### src/rtl/product_uart_tx_pkg.sv
// Shared definitions for the product UART transmitter: FSM encoding and frame constants.
package product_uart_tx_pkg;

    localparam int unsigned DATA_BITS       = 8;
    localparam int unsigned BIT_IDX_W       = $clog2(DATA_BITS);
    localparam logic        UART_IDLE_LEVEL = 1'b1;

    typedef enum logic [2:0] {
        IDLE   = 3'd0,
        START  = 3'd1,
        DATA   = 3'd2,
        PARITY = 3'd3,
        STOP   = 3'd4
    } uart_state_e;

endpackage

### src/rtl/baud_counter.sv
// Bit-time counter: counts 0..CLKS_PER_BIT-1 and pulses bit_done on the last cycle of each bit.
module baud_counter #(
    parameter int unsigned CLKS_PER_BIT = 4
) (
    input  logic CLK,
    input  logic RST,
    input  logic clear,
    output logic bit_done
);

    localparam int unsigned CNT_W = $clog2(CLKS_PER_BIT);

    logic [CNT_W-1:0] cnt;

    assign bit_done = (cnt == CNT_W'(CLKS_PER_BIT - 1));

    always_ff @(posedge CLK or posedge RST) begin
        if (RST) begin
            cnt <= '0;
        end else if (clear || bit_done) begin
            cnt <= '0;
        end else begin
            cnt <= cnt + CNT_W'(1);
        end
    end

endmodule

### src/rtl/product_uart_tx.sv
// Captures multiplier products on the rising edge of tx and serialises them as UART frames.
module product_uart_tx
    import product_uart_tx_pkg::*;
#(
    parameter int unsigned CLKS_PER_BIT = 4,
    parameter int unsigned PARITY_EN    = 0
) (
    input  logic                 CLK,
    input  logic                 RST,
    input  logic [DATA_BITS-1:0] product,
    input  logic                 tx,
    output logic                 uart_txd,
    output logic                 busy,
    output logic                 overflow
);

    localparam bit HAS_PARITY = (PARITY_EN != 0);

    uart_state_e          state, state_nxt;
    logic                 tx_d;
    logic [DATA_BITS-1:0] hold_reg, hold_reg_nxt;
    logic                 hold_valid, hold_valid_nxt;
    logic [DATA_BITS-1:0] shifter, shifter_nxt;
    logic [BIT_IDX_W-1:0] bit_idx, bit_idx_nxt;
    logic                 parity_bit, parity_nxt;
    logic                 txd_nxt;
    logic                 overflow_nxt;
    logic                 capture;
    logic                 consume;
    logic                 bit_done;

    assign capture = tx & ~tx_d;
    assign busy    = (state != IDLE) | hold_valid;

    baud_counter #(
        .CLKS_PER_BIT(CLKS_PER_BIT)
    ) u_baud (
        .CLK     (CLK),
        .RST     (RST),
        .clear   (state == IDLE),
        .bit_done(bit_done)
    );

    always_ff @(posedge CLK or posedge RST) begin
        if (RST) begin
            state      <= IDLE;
            tx_d       <= 1'b0;
            hold_reg   <= '0;
            hold_valid <= 1'b0;
            shifter    <= '0;
            bit_idx    <= '0;
            parity_bit <= 1'b0;
            uart_txd   <= UART_IDLE_LEVEL;
            overflow   <= 1'b0;
        end else begin
            state      <= state_nxt;
            tx_d       <= tx;
            hold_reg   <= hold_reg_nxt;
            hold_valid <= hold_valid_nxt;
            shifter    <= shifter_nxt;
            bit_idx    <= bit_idx_nxt;
            parity_bit <= parity_nxt;
            uart_txd   <= txd_nxt;
            overflow   <= overflow_nxt;
        end
    end

    // uart_txd is registered, so each branch drives the level of the state being entered
    always_comb begin
        state_nxt      = state;
        hold_reg_nxt   = hold_reg;
        hold_valid_nxt = hold_valid;
        shifter_nxt    = shifter;
        bit_idx_nxt    = bit_idx;
        parity_nxt     = parity_bit;
        txd_nxt        = uart_txd;
        overflow_nxt   = overflow;
        consume        = 1'b0;

        case (state)
            IDLE: begin
                if (hold_valid) begin
                    consume     = 1'b1;
                    shifter_nxt = hold_reg;
                    parity_nxt  = ^hold_reg;
                    bit_idx_nxt = '0;
                    txd_nxt     = ~UART_IDLE_LEVEL;
                    state_nxt   = START;
                end
            end
            START: begin
                if (bit_done) begin
                    txd_nxt   = shifter[0];
                    state_nxt = DATA;
                end
            end
            DATA: begin
                if (bit_done) begin
                    if (bit_idx == BIT_IDX_W'(DATA_BITS - 1)) begin
                        txd_nxt   = HAS_PARITY ? parity_bit : UART_IDLE_LEVEL;
                        state_nxt = HAS_PARITY ? PARITY : STOP;
                    end else begin
                        shifter_nxt = shifter >> 1;
                        bit_idx_nxt = bit_idx + BIT_IDX_W'(1);
                        txd_nxt     = shifter[1];
                    end
                end
            end
            PARITY: begin
                if (bit_done) begin
                    txd_nxt   = UART_IDLE_LEVEL;
                    state_nxt = STOP;
                end
            end
            STOP: begin
                if (bit_done) begin
                    txd_nxt   = UART_IDLE_LEVEL;
                    state_nxt = IDLE;
                end
            end
            default: begin
                txd_nxt   = UART_IDLE_LEVEL;
                state_nxt = IDLE;
            end
        endcase

        // A capture coinciding with consumption refills the holding register
        if (capture) begin
            if (hold_valid && !consume) begin
                overflow_nxt = 1'b1;
            end else begin
                hold_reg_nxt   = product;
                hold_valid_nxt = 1'b1;
            end
        end else if (consume) begin
            hold_valid_nxt = 1'b0;
        end
    end

endmodule

### config.mk
export PLATFORM = sky130hd
export DESIGN_NAME = product_uart_tx
export DESIGN_NICKNAME = d
export VERILOG_FILES = /design/src/rtl/product_uart_tx_pkg.sv /design/src/rtl/baud_counter.sv /design/src/rtl/product_uart_tx.sv
export SDC_FILE = /design/constraint.sdc
export NUM_CORES = 1
export LEC_CHECK = 0
export BUFFER_PORTS_ARGS = -buffer_cell sky130_fd_sc_hd__buf_2
export CAP_MARGIN = 25
export CORE_AREA = 2 2 81 59
export CTS_CLUSTER_SIZE = 8
export DETAILED_ROUTE_END_ITERATION = 10
export DIE_AREA = 0 0 83 61
export HOLD_SLACK_MARGIN = 0.06
export MAX_ROUTING_LAYER = met4
export PLACE_DENSITY = 0.56
export SETUP_SLACK_MARGIN = 0.5
export SLEW_MARGIN = 0
export SYNTH_ARGS = -nofsm -noshare
export SYNTH_HDL_FRONTEND = slang
export SYNTH_SLANG_ARGS = --single-unit
### constraint.sdc
create_clock -name CLK -period 2.4 [get_ports CLK]
set_input_delay 0.36 -clock CLK [delete_from_list [all_inputs] [get_ports CLK]]
set_output_delay 0.36 -clock CLK [all_outputs]
set_load 0.05 [all_outputs]
==> results of run 1 <==
[Yosys cell counts (all sizes together)]
| library cell | count | area share [%] |
|---|---|---|
| a211oi | 2 | 1.4 |
| a21oi | 1 | 0.34 |
| a22o | 1 | 0.60 |
| a311oi | 1 | 0.60 |
| a31o | 1 | 0.60 |
| a32oi | 1 | 0.60 |
| and4 | 1 | 0.60 |
| buf | 6 | 3.8 |
| dfrtp | 27 | 47 |
| dfstp | 1 | 1.8 |
| ha | 4 | 3.4 |
| inv | 5 | 1.3 |
| mux2 | 24 | 24 |
| mux2i | 3 | 2.1 |
| nand2 | 6 | 1.6 |
| nand2b | 6 | 2.6 |
| nand3b | 1 | 0.52 |
| nor2 | 4 | 1.0 |
| nor2b | 2 | 0.86 |
| nor3 | 3 | 1.0 |
| nor3b | 2 | 1.4 |
| nor4b | 1 | 0.60 |
| o21a | 1 | 0.52 |
| o21ai | 2 | 0.69 |
| o21bai | 1 | 0.52 |
| o22ai | 1 | 0.43 |
| o31ai | 1 | 0.86 |
[metal layers]
metal / part of all wire, % / vias up
met1: 52 / 448
met4: 1.3 / 0
li1: - / 423
met2: 45 / 9
met3: 1.3 / 4
met5: 0 / -
[worst max-delay path by stage]
stage / depth (start not counted) / endpoint
3_3_place_gp: 6 / shifter[5]
6_report: 6 / shifter[2]
2_1_floorplan: 6 / bit_idx[0]
5_1_grt: 6 / shifter[2]
3_5_place_dp: 6 / shifter[5]
4_1_cts: 6 / shifter[5]
[per-stage QoR]
step                power, mW  instances  instance area [um2]  hold slack, ns
floorplan               0.703        109                 1450           0.391
detailed placement      0.743        176                 1570           0.444
global route             1.08        185                 1680           0.157
finish                   1.03        185                 1680           0.121
CTS                      1.04        183                 1650           0.139
global placement        0.737        176                 1570           0.441
[layout make-up]
cell class	instances	area share, %
Clock buffer	4	3.27
Inverter	5	1.11
Multi-Input combinational cell	70	41.3
Sequential cell	28	41.7
Tap cell	55	4.09
Timing Repair Buffer	23	8.54
[logic make-up (layout without fill, tap and decap cells)]
group | Yosys count | in the layout | synth area share (%)
flops | 28 | 28 | 48.3
mux | 27 | 27 | 25.8
simple gates | 26 | 26 | 10.2
compound gates | 13 | 13 | 7.15
buf+inv | 11 | 32 | 5.08
fa+ha+maj | 4 | 4 | 3.45
[what timing repair did]
action                     CTS  global route
pin swaps                    1             1
hold endpoints to repair     0             0
cloned                       1             0
setup buffers                2             2
setup endpoints to repair    9            20
resized for setup            2             5
[cell usage in the layout, fill, tap and decap left out, types with 3 or more instances in the layout]
master / count
mux2_4: 20
inv_1: 5
dfrtp_1: 27
buf_4: 9
mux2i_1: 3
buf_2: 13
nor2_1: 4
clkbuf_8: 4
nand2_1: 6
nand2b_1: 5
[power by group through the flow]
stage / Sequential [mW] / Clock (mW) / Combinational (mW)
6_report: 0.571 / 0.296 / 0.162
5_1_grt: 0.580 / 0.321 / 0.175
3_5_place_dp: 0.581 / 0 / 0.162
4_1_cts: 0.572 / 0.304 / 0.165
3_3_place_gp: 0.578 / 0 / 0.160
2_1_floorplan: 0.576 / 0 / 0.127
[worst reg2reg max path, delay by kind of cell (launching register included)]
kind | cells | cell delay (ns)
AND/OR/NAND/NOR | 1 | 0.16
AO/OA/AOI/OAI | 1 | 0.32
adder cells (fa/ha/maj) | 2 | 0.36
flip-flops | 1 | 0.40
multiplexers | 1 | 0.30
buffers and inverters | 1 | 0.22
==> metrics.txt, run 1 <==
Post-Synthesis Cell Area=about 1500 um2; layout cells sized above 1=~45%; die width=just over 80 um; later-pin clock latency in the skew report=between 0.2 and 0.3 ns; antenna-violating nets left=0; Tightest Hold Check Type=primary input to asynchronous set/reset pin; clock slew at reported path FFs=~0.10 ns; pre-CTS worst setup slack=0.453 ns; vias in the first global route=between 900 and 1,000; Via density=4.78; Peak VDD IR=~0.00024 V; CP top delay family=flip-flops; initial drt markers=67; drt total wl=between 2 and 3 mm; H-tree levels=1; RePlAce Congestion=approximately 0.81; DR vias=about 900; Tot GR Track Use=11.0%; register area=between 700 and 800 um2; R2R cell count=6; CTS Sinks=28; # rows=20; Max clock buf depth=2; Switch Pwr=about 240 uW; Finished Core Util=about two fifths; Cell Pwr Density=around 610 nW/um2; Remaining DRCs=0; Syn. warnings=0; CP Capture Type=flop; buffer and inverter count on the worst path=1; P_leak=0.834 nW; IO Port Bufs=13; Seq/Total Area, Yosys=approximately half; Syn Area/Cell=13.3 um2; Syn Inst Count=between 100 and 150; Overflow after GRT=0; area of the multi-input gates=a little under 700 um2; Worst Path Max Fanout=5; area delta synth->final=15.9%; WL/cell=between 10 and 15 um; Post-DP HPWL=~1.7 mm; Synth Net Count=roughly 120; Pint=789 uW; Crit-path slowest cell=dfrtp_1; power share of the sequential group=a little under three fifths; cell mode on critical path=ha_2; Net Sw Frac=between 20% and 30%; actual slew at the worst max-slew pin=around 0.46 ns; first-pass GRT wire length=roughly 4.3 mm; period utilization=between 70% and 80%; status=finished clean; met2 Usage GRT=~18%; Setup Skew=between 0.006 and 0.007 ns; TritonCTS clock tree=yes; combinational power share=15.8%; FF+latch count, synth=28; Worst Setup SP=bit_idx[0]; R2R setup slack=0.53 ns; Die ar.=approximately 5000 um2; Yosys cell types=32; TNS Setup=0 ns; Final Hold Viols=0; maximum clock frequency=around 530 MHz; RSZ-0062 raised after global routing=true; Initial Utilization=33.9%; crit path kind=flop to flop; Pre-Repair DR Iteration Count=3; max-cap violations=0; setup ws final=~0.53 ns; Reg-to-Reg End=shifter[2]; WP data arrival=2.04 ns; initial antenna violation count=0; Root Driver=clkbuf_8; core box area=between 4000 and 5000 um2; Num CTS Buffers=3; final net count=roughly 150; Final setup viols=0; largest net degree at the start of global routing=29; crit path launch type=flop; final worst path period need=~1.9 ns; worst r2r src=bit_idx[0]; Slew HR=a little over two thirds; Ports=14; met1 Use GR=roughly 15%; Worst path max stage delay=~0.40 ns; fill count=393; Worst EP required=between 2 and 3 ns; hold buffers post-CTS=0; clock power share=~29%; sequence of cells on the critical path=ha_2 > ha_2 > nand3b_1 > a211oi_2 > buf_4 > mux2_4; diodes inserted=0; routing usage on met3=less than 1%; final count of pins violating max slew=0; layer carrying the most global-route usage=met2; die height=between 60 and 70 um
No activity file was read; power rests on OpenSTA's default activity.
==> run 2, diff against run 1 <==
--- a/config.mk
+++ b/config.mk
@@ -13,7 +13,7 @@
 export DIE_AREA = 0 0 83 61
 export HOLD_SLACK_MARGIN = 0.06
 export MAX_ROUTING_LAYER = met4
-export PLACE_DENSITY = 0.56
+export PLACE_DENSITY = 0.58
 export SETUP_SLACK_MARGIN = 0.5
 export SLEW_MARGIN = 0
 export SYNTH_ARGS = -nofsm -noshare
==> constraint.sdc (replaced) <==
create_clock -name CLK -period 1.55 [get_ports CLK]
set_input_delay 0.2325 -clock CLK [delete_from_list [all_inputs] [get_ports CLK]]
set_output_delay 0.2325 -clock CLK [all_outputs]
set_load 0.05 [all_outputs]
==> run 2 against run 1 <==
The flow now finishes with violations (setup timing). Count of clock-buffer cells in the layout decreased by 1. Final cell count up 15%. First-iteration DRC count shrank 25%. Critical path depth unchanged. Maximum frequency up 7.4%. Sequential cell count stayed put. Global-route usage rose by 1.9 points. Utilization rose by 11 points. Final area is 27% higher. Sequential share of layout area is 8.8 points lower. Critical endpoint is now bit_idx[0]. Largest cell class is now multi-input combinational cells.
==> metrics.txt, run 2 (same netlist as run 1, synthesis figures left out) <==
Root Driver=clkbuf_8; Tightest Hold Check Type=primary input to flop; most frequent cells in the layout=25 x dfrtp_1, 23 x mux2_4, 19 x buf_4; Num CTS Buffers=3 (unchanged); later-pin clock latency in the skew report=0.28 ns (about the same); CTS Sinks=28 (unchanged); failing checks=setup timing; most common cell after layout, fill and taps aside=dfrtp_1; first-pass GRT wire length=4.86 mm (+12%); Initial Utilization=33.9% (unchanged); H-tree levels=1 (unchanged); final net count=173 (+18%); # rows=20 (unchanged); area delta synth->final=47.3%; WL/cell=14.1 um (+2.0%); layout cells sized above 1=65.0% (+20 points); final worst path period need=1.74 ns (-0.129 ns); initial antenna violation count=0 (unchanged); Finished Core Util=50.0% (+11 points); antenna-violating nets left=0 (unchanged); crit path kind=flop to flop; Cell Pwr Density=822 nW/um2 (+34%); crit path launch type=flop; actual slew at the worst max-slew pin=0.289 ns (-0.171 ns); RePlAce Congestion=0.770 (-4.8%); total power=1.76 mW (+71%); Remaining DRCs=0 (unchanged); Overflow after GRT=0 (unchanged); Final setup viols=20 (+20); Setup Skew=0.0132 ns (+0.00716 ns); vias in the first global route=1,046 (+16%); clock slew at reported path FFs=0.09 ns (about the same); status=finished with violations; die height=61 um (unchanged); diodes inserted=0 (unchanged); met2 WL=1.47 mm (+27%); final count of pins violating max slew=0 (unchanged); Routed met3 length=81 um (+150%); Post-DP HPWL=2.00 mm (+15%); pre-CTS worst setup slack=-0.226 ns (-0.680 ns); Tot GR Track Use=12.9% (+1.9 points); Ports=14 (unchanged); highest metal used=met4; DR vias=986 (+12%); drt total wl=2.98 mm (+17%); period utilization=113% (+34 points); Post-DP Area=1760 um2 (+12%); TritonCTS clock tree=yes; initial drt markers=50 (-25%); P_leak=1.04 nW (+25%); Slew HR=80.7% (+11 points); maximum clock frequency=573 MHz (+7.4%); Final Hold Viols=0 (unchanged); Max clock buf depth=2 (unchanged); setup ws final=-0.194 ns (-0.721 ns); CP Capture Type=flop; Pre-Repair DR Iteration Count=4 (+1); core box area=4280 um2 (unchanged); die width=83 um (unchanged); largest net degree at the start of global routing=19 (-34%); M1 WL=1.38 mm (+3.5%); WP data arrival=1.91 ns (-0.13 ns); max-cap violations=0 (unchanged); RSZ-0062 raised after global routing=true; Worst Path Max Fanout=6 (+1); Die ar.=5060 um2 (unchanged); Worst EP required=1.71 ns (-0.86 ns); Design Area, Final=2140 um2 (+27%); Peak VDD IR=0.000773 V (+230%); Via density=4.65 (-2.7%); IO Port Bufs=13 (unchanged)
==> run 2: path summary, 6_finish.rpt <==
| check | startpoint | to | slack [ns] | cells past startpoint |
|---|---|---|---|---|
| max in group asynchronous | RST | bit_idx[0] | 0.74 | 4 |
| min in group asynchronous | RST | u_baud.cnt[1] | 0.44 | 3 |
| min | tx | tx_d | 0.08 | 1 |
| max | bit_idx[1] | bit_idx[0] | -0.19 | 6 |
| min reg2reg | overflow | overflow | 0.51 | 1 |
| max reg2reg | bit_idx[1] | bit_idx[0] | -0.19 | 6 |
==> run 2: final cells by class <==
cell class	instances	area [um2]
Sequential cell	28	704
Timing Repair Buffer	50	462
Multi-Input combinational cell	70	811
Clock inverter	1	30.0
Fill cell	353	2140
Inverter	5	22.5
Tap cell	55	68.8
Clock buffer	3	41.3
==> run 2: metal layers <==
| layer | global-route usage, % | vias up |
|---|---|---|
| li1 | - | 485 |
| met4 | 4.92 | 0 |
| met3 | 2.31 | 6 |
| met1 | 15.8 | 476 |
| met5 | - | - |
| met2 | 22.0 | 19 |
==> run 2: what timing repair did <==
| item | CTS | global route |
|---|---|---|
| pin swaps | 11 | 5 |
| hold buffers | 1 | 0 |
| endpoints found under the setup margin | 30 | 48 |
| endpoints found under the hold margin | 9 | 0 |
| resized for setup | 30 | 9 |
| setup buffers | 12 | 7 |
==> run 2: critical path, cell delays in order, from the launching register on <==
cell	delay, ns
dfrtp_1	0.39
ha_2	0.20
ha_4	0.15
nand3b_1	0.16
a211oi_2	0.22
buf_4	0.21
mux2_4	0.31
==> run 2: metrics by stage <==
stage               hold WS, ns  TNS, ns  cells
finish                   0.0808    -2.27    212
global route             0.0632    -3.91    212
CTS                      0.0721    -2.50    205
detailed placement        0.281    -2.04    188
global placement          0.279    -1.49    188
floorplan                 0.264    -1.38    109
==> run 2: where the power goes <==
group,internal (mW),total (mW),switching [mW]
logic,0.205,0.298,0.0938
clock network,0.346,0.580,0.234
registers,0.824,0.880,0.0563
==> run 3, diff against run 2 <==
==> constraint.sdc (replaced) <==
create_clock -name CLK -period 1.4 [get_ports CLK]
set_input_delay 0.21 -clock CLK [delete_from_list [all_inputs] [get_ports CLK]]
set_output_delay 0.21 -clock CLK [all_outputs]
set_load 0.05 [all_outputs]
==> run 3 against run 2 <==
The run still ends with setup timing left. Worst hold slack better by 0.067 ns. Total power up 11%. Critical endpoint unchanged. Clock power up 11%. Sequential cell count unchanged. Clock skew down 0.00051 ns. First-iteration DRC count up 26%. Combinational power up 12%. Utilization down 1.5 points. Largest cell class unchanged. Final area down 2.9%. Non-clock buffer count down 3. Die area unchanged. Largest power group unchanged.
==> metrics.txt, run 3 (same netlist as run 1, synthesis figures left out) <==
core box area=4280 um2 (unchanged); layout cells sized above 1=63.0% (-2.0 points); Cell Pwr Density=941 nW/um2 (+14%); Max clock buf depth=2 (unchanged); Final setup viols=21 (+5.0%); Worst Path Max Fanout=6 (unchanged); TritonCTS clock tree=yes; Switch Pwr=427 uW (+11%); die height=61 um (unchanged); most common cell after layout, fill and taps aside=dfrtp_1; CP top delay family=flip-flops; first-pass GRT wire length=5.14 mm (+5.7%); WP data arrival=1.95 ns (+0.04 ns); TNS Setup=-5.02 ns (-2.75 ns); RSZ-0062 raised after global routing=true; Slew HR=82.2% (+1.5 points); Worst path max stage delay=0.40 ns (about the same); Ports=14 (unchanged); DR vias=980 (-0.61%); Root Driver=clkbuf_8; clock power share=32.9% (about the same); diodes inserted=0 (unchanged); max-cap violations=0 (unchanged); Die ar.=5060 um2 (unchanged); RePlAce Congestion=0.855 (+11%); final count of pins violating max slew=0 (unchanged); Crit-path slowest cell=dfrtp_1; combinational power share=17.2% (+0.2 points); failing checks=setup timing; CTS Sinks=28 (unchanged); Post-DP HPWL=1.99 mm (-0.22%); WHS=0.148 ns (+0.0672 ns); Tightest Hold Check Type=primary input to flop; placed cells=192 (+2.1%); setup ws final=-0.389 ns (-0.195 ns); Setup Skew=0.0127 ns (-0.000511 ns); Initial Utilization=33.9% (unchanged); Finished Core Util=48.5% (-1.5 points); Num CTS Buffers=3 (unchanged); Pre-Repair DR Iteration Count=4 (unchanged); WL/cell=14.8 um (+5.2%); Worst EP required=1.56 ns (-0.15 ns); initial antenna violation count=0 (unchanged); Tot GR Track Use=13.7% (+0.72 points); total power=1.95 mW (+11%); CP Capture Type=flop; Net Sw Frac=21.9% (about the same); final worst path period need=1.79 ns (+0.0450 ns); Remaining DRCs=0 (unchanged); IO Port Bufs=13 (unchanged); most frequent cells in the layout=25 x dfrtp_1, 23 x mux2_4, 20 x buf_4; drt total wl=3.09 mm (+3.7%); Pint=1.53 mW (+11%); P_leak=1.01 nW (-2.8%); buffer and inverter count on the worst path=1 (unchanged); actual slew at the worst max-slew pin=0.266 ns (-0.0225 ns); area delta synth->final=43.0%; sequence of cells on the critical path=ha_2 > ha_4 > nand3b_1 > a211oi_2 > buf_6 > mux2_4; die width=83 um (unchanged); Overflow after GRT=0 (unchanged); # rows=20 (unchanged); period utilization=128% (+15 points); final net count=170 (-1.7%); fill count=372 (+5.4%); vias in the first global route=1,031 (-1.4%); clock slew at reported path FFs=0.10 ns (about the same); fin cells=209 (-1.4%); crit path launch type=flop; Peak VDD IR=0.000511 V (-34%); H-tree levels=1 (unchanged); Final Hold Viols=0 (unchanged); crit path kind=flop to flop; R2R setup slack=-0.39 ns (-0.20 ns); maximum clock frequency=559 MHz (-2.5%); status=finished with violations; antenna-violating nets left=0 (unchanged); power share of the sequential group=50.0% (about the same); later-pin clock latency in the skew report=0.28 ns (about the same); largest net degree at the start of global routing=29 (+10); initial drt markers=63 (+26%); Via density=4.69 (+0.82%)
run 3: timing repair:
| action | CTS | global route |
|---|---|---|
| endpoints found under the setup margin | 30 | 31 |
| gates resized for setup | 24 | 10 |
| endpoints found under the hold margin | 28 | 0 |
| pin swaps | 7 | 5 |
| hold buffers | 2 | 0 |
| setup buffers | 8 | 3 |
run 3: final cells by class:
| type | instances | area [um2] | area share, % |
|---|---|---|---|
| multi-input combinational | 70 | 821 | 39.5 |
| sequential | 28 | 704 | 33.9 |
| timing repair buffer | 47 | 393 | 18.9 |
| tap | 55 | 68.8 | 3.31 |
| clock buffer | 3 | 41.3 | 1.99 |
| clock inverter | 1 | 30.0 | 1.45 |
| inverter | 5 | 18.8 | 0.904 |
run 3: metrics by stage:
stage               cell area, um2  setup slack (ns)
global placement              1770            -0.323
floorplan                     1540            -0.320
global route                  2080            -0.470
finish                        2080            -0.389
detailed placement            1770            -0.366
CTS                           2020            -0.384
run 3: worst paths after layout:
kind,endpoint,start,cells past startpoint
max in group asynchronous,uart_txd,RST,4
worst min-delay path,hold_reg[1],product[1],2
worst max-delay path,bit_idx[0],bit_idx[0],6
worst max register to register,bit_idx[0],bit_idx[0],6
worst min register to register,overflow,overflow,1
min in group asynchronous,state[1],RST,4
run 3: power by group through the flow:
stage          Sequential (mW)  Clock [mW]  Combinational (mW)
3_5_place_dp             0.993           0               0.295
4_1_cts                  0.976       0.660               0.328
6_report                 0.976       0.642               0.335
5_1_grt                  0.992       0.695               0.359
2_1_floorplan            0.989           0               0.225
3_3_place_gp             0.988           0               0.286
run 3: worst reg2reg max path: cells and delay by family, from the launching register on:
kind            cells  cell delay (ns)
flops               1             0.40
fa+ha+maj           2             0.34
mux                 1             0.31
compound gates      1             0.28
buf+inv             1             0.18
simple gates        1             0.17
run 3: layer usage:
| metal | routed length [um] | track usage (%) |
|---|---|---|
| met5 | 0 | - |
| met4 | 37 | 4.68 |
| met3 | 98 | 3.13 |
| met2 | 1560 | 22.9 |
| met1 | 1400 | 16.7 |
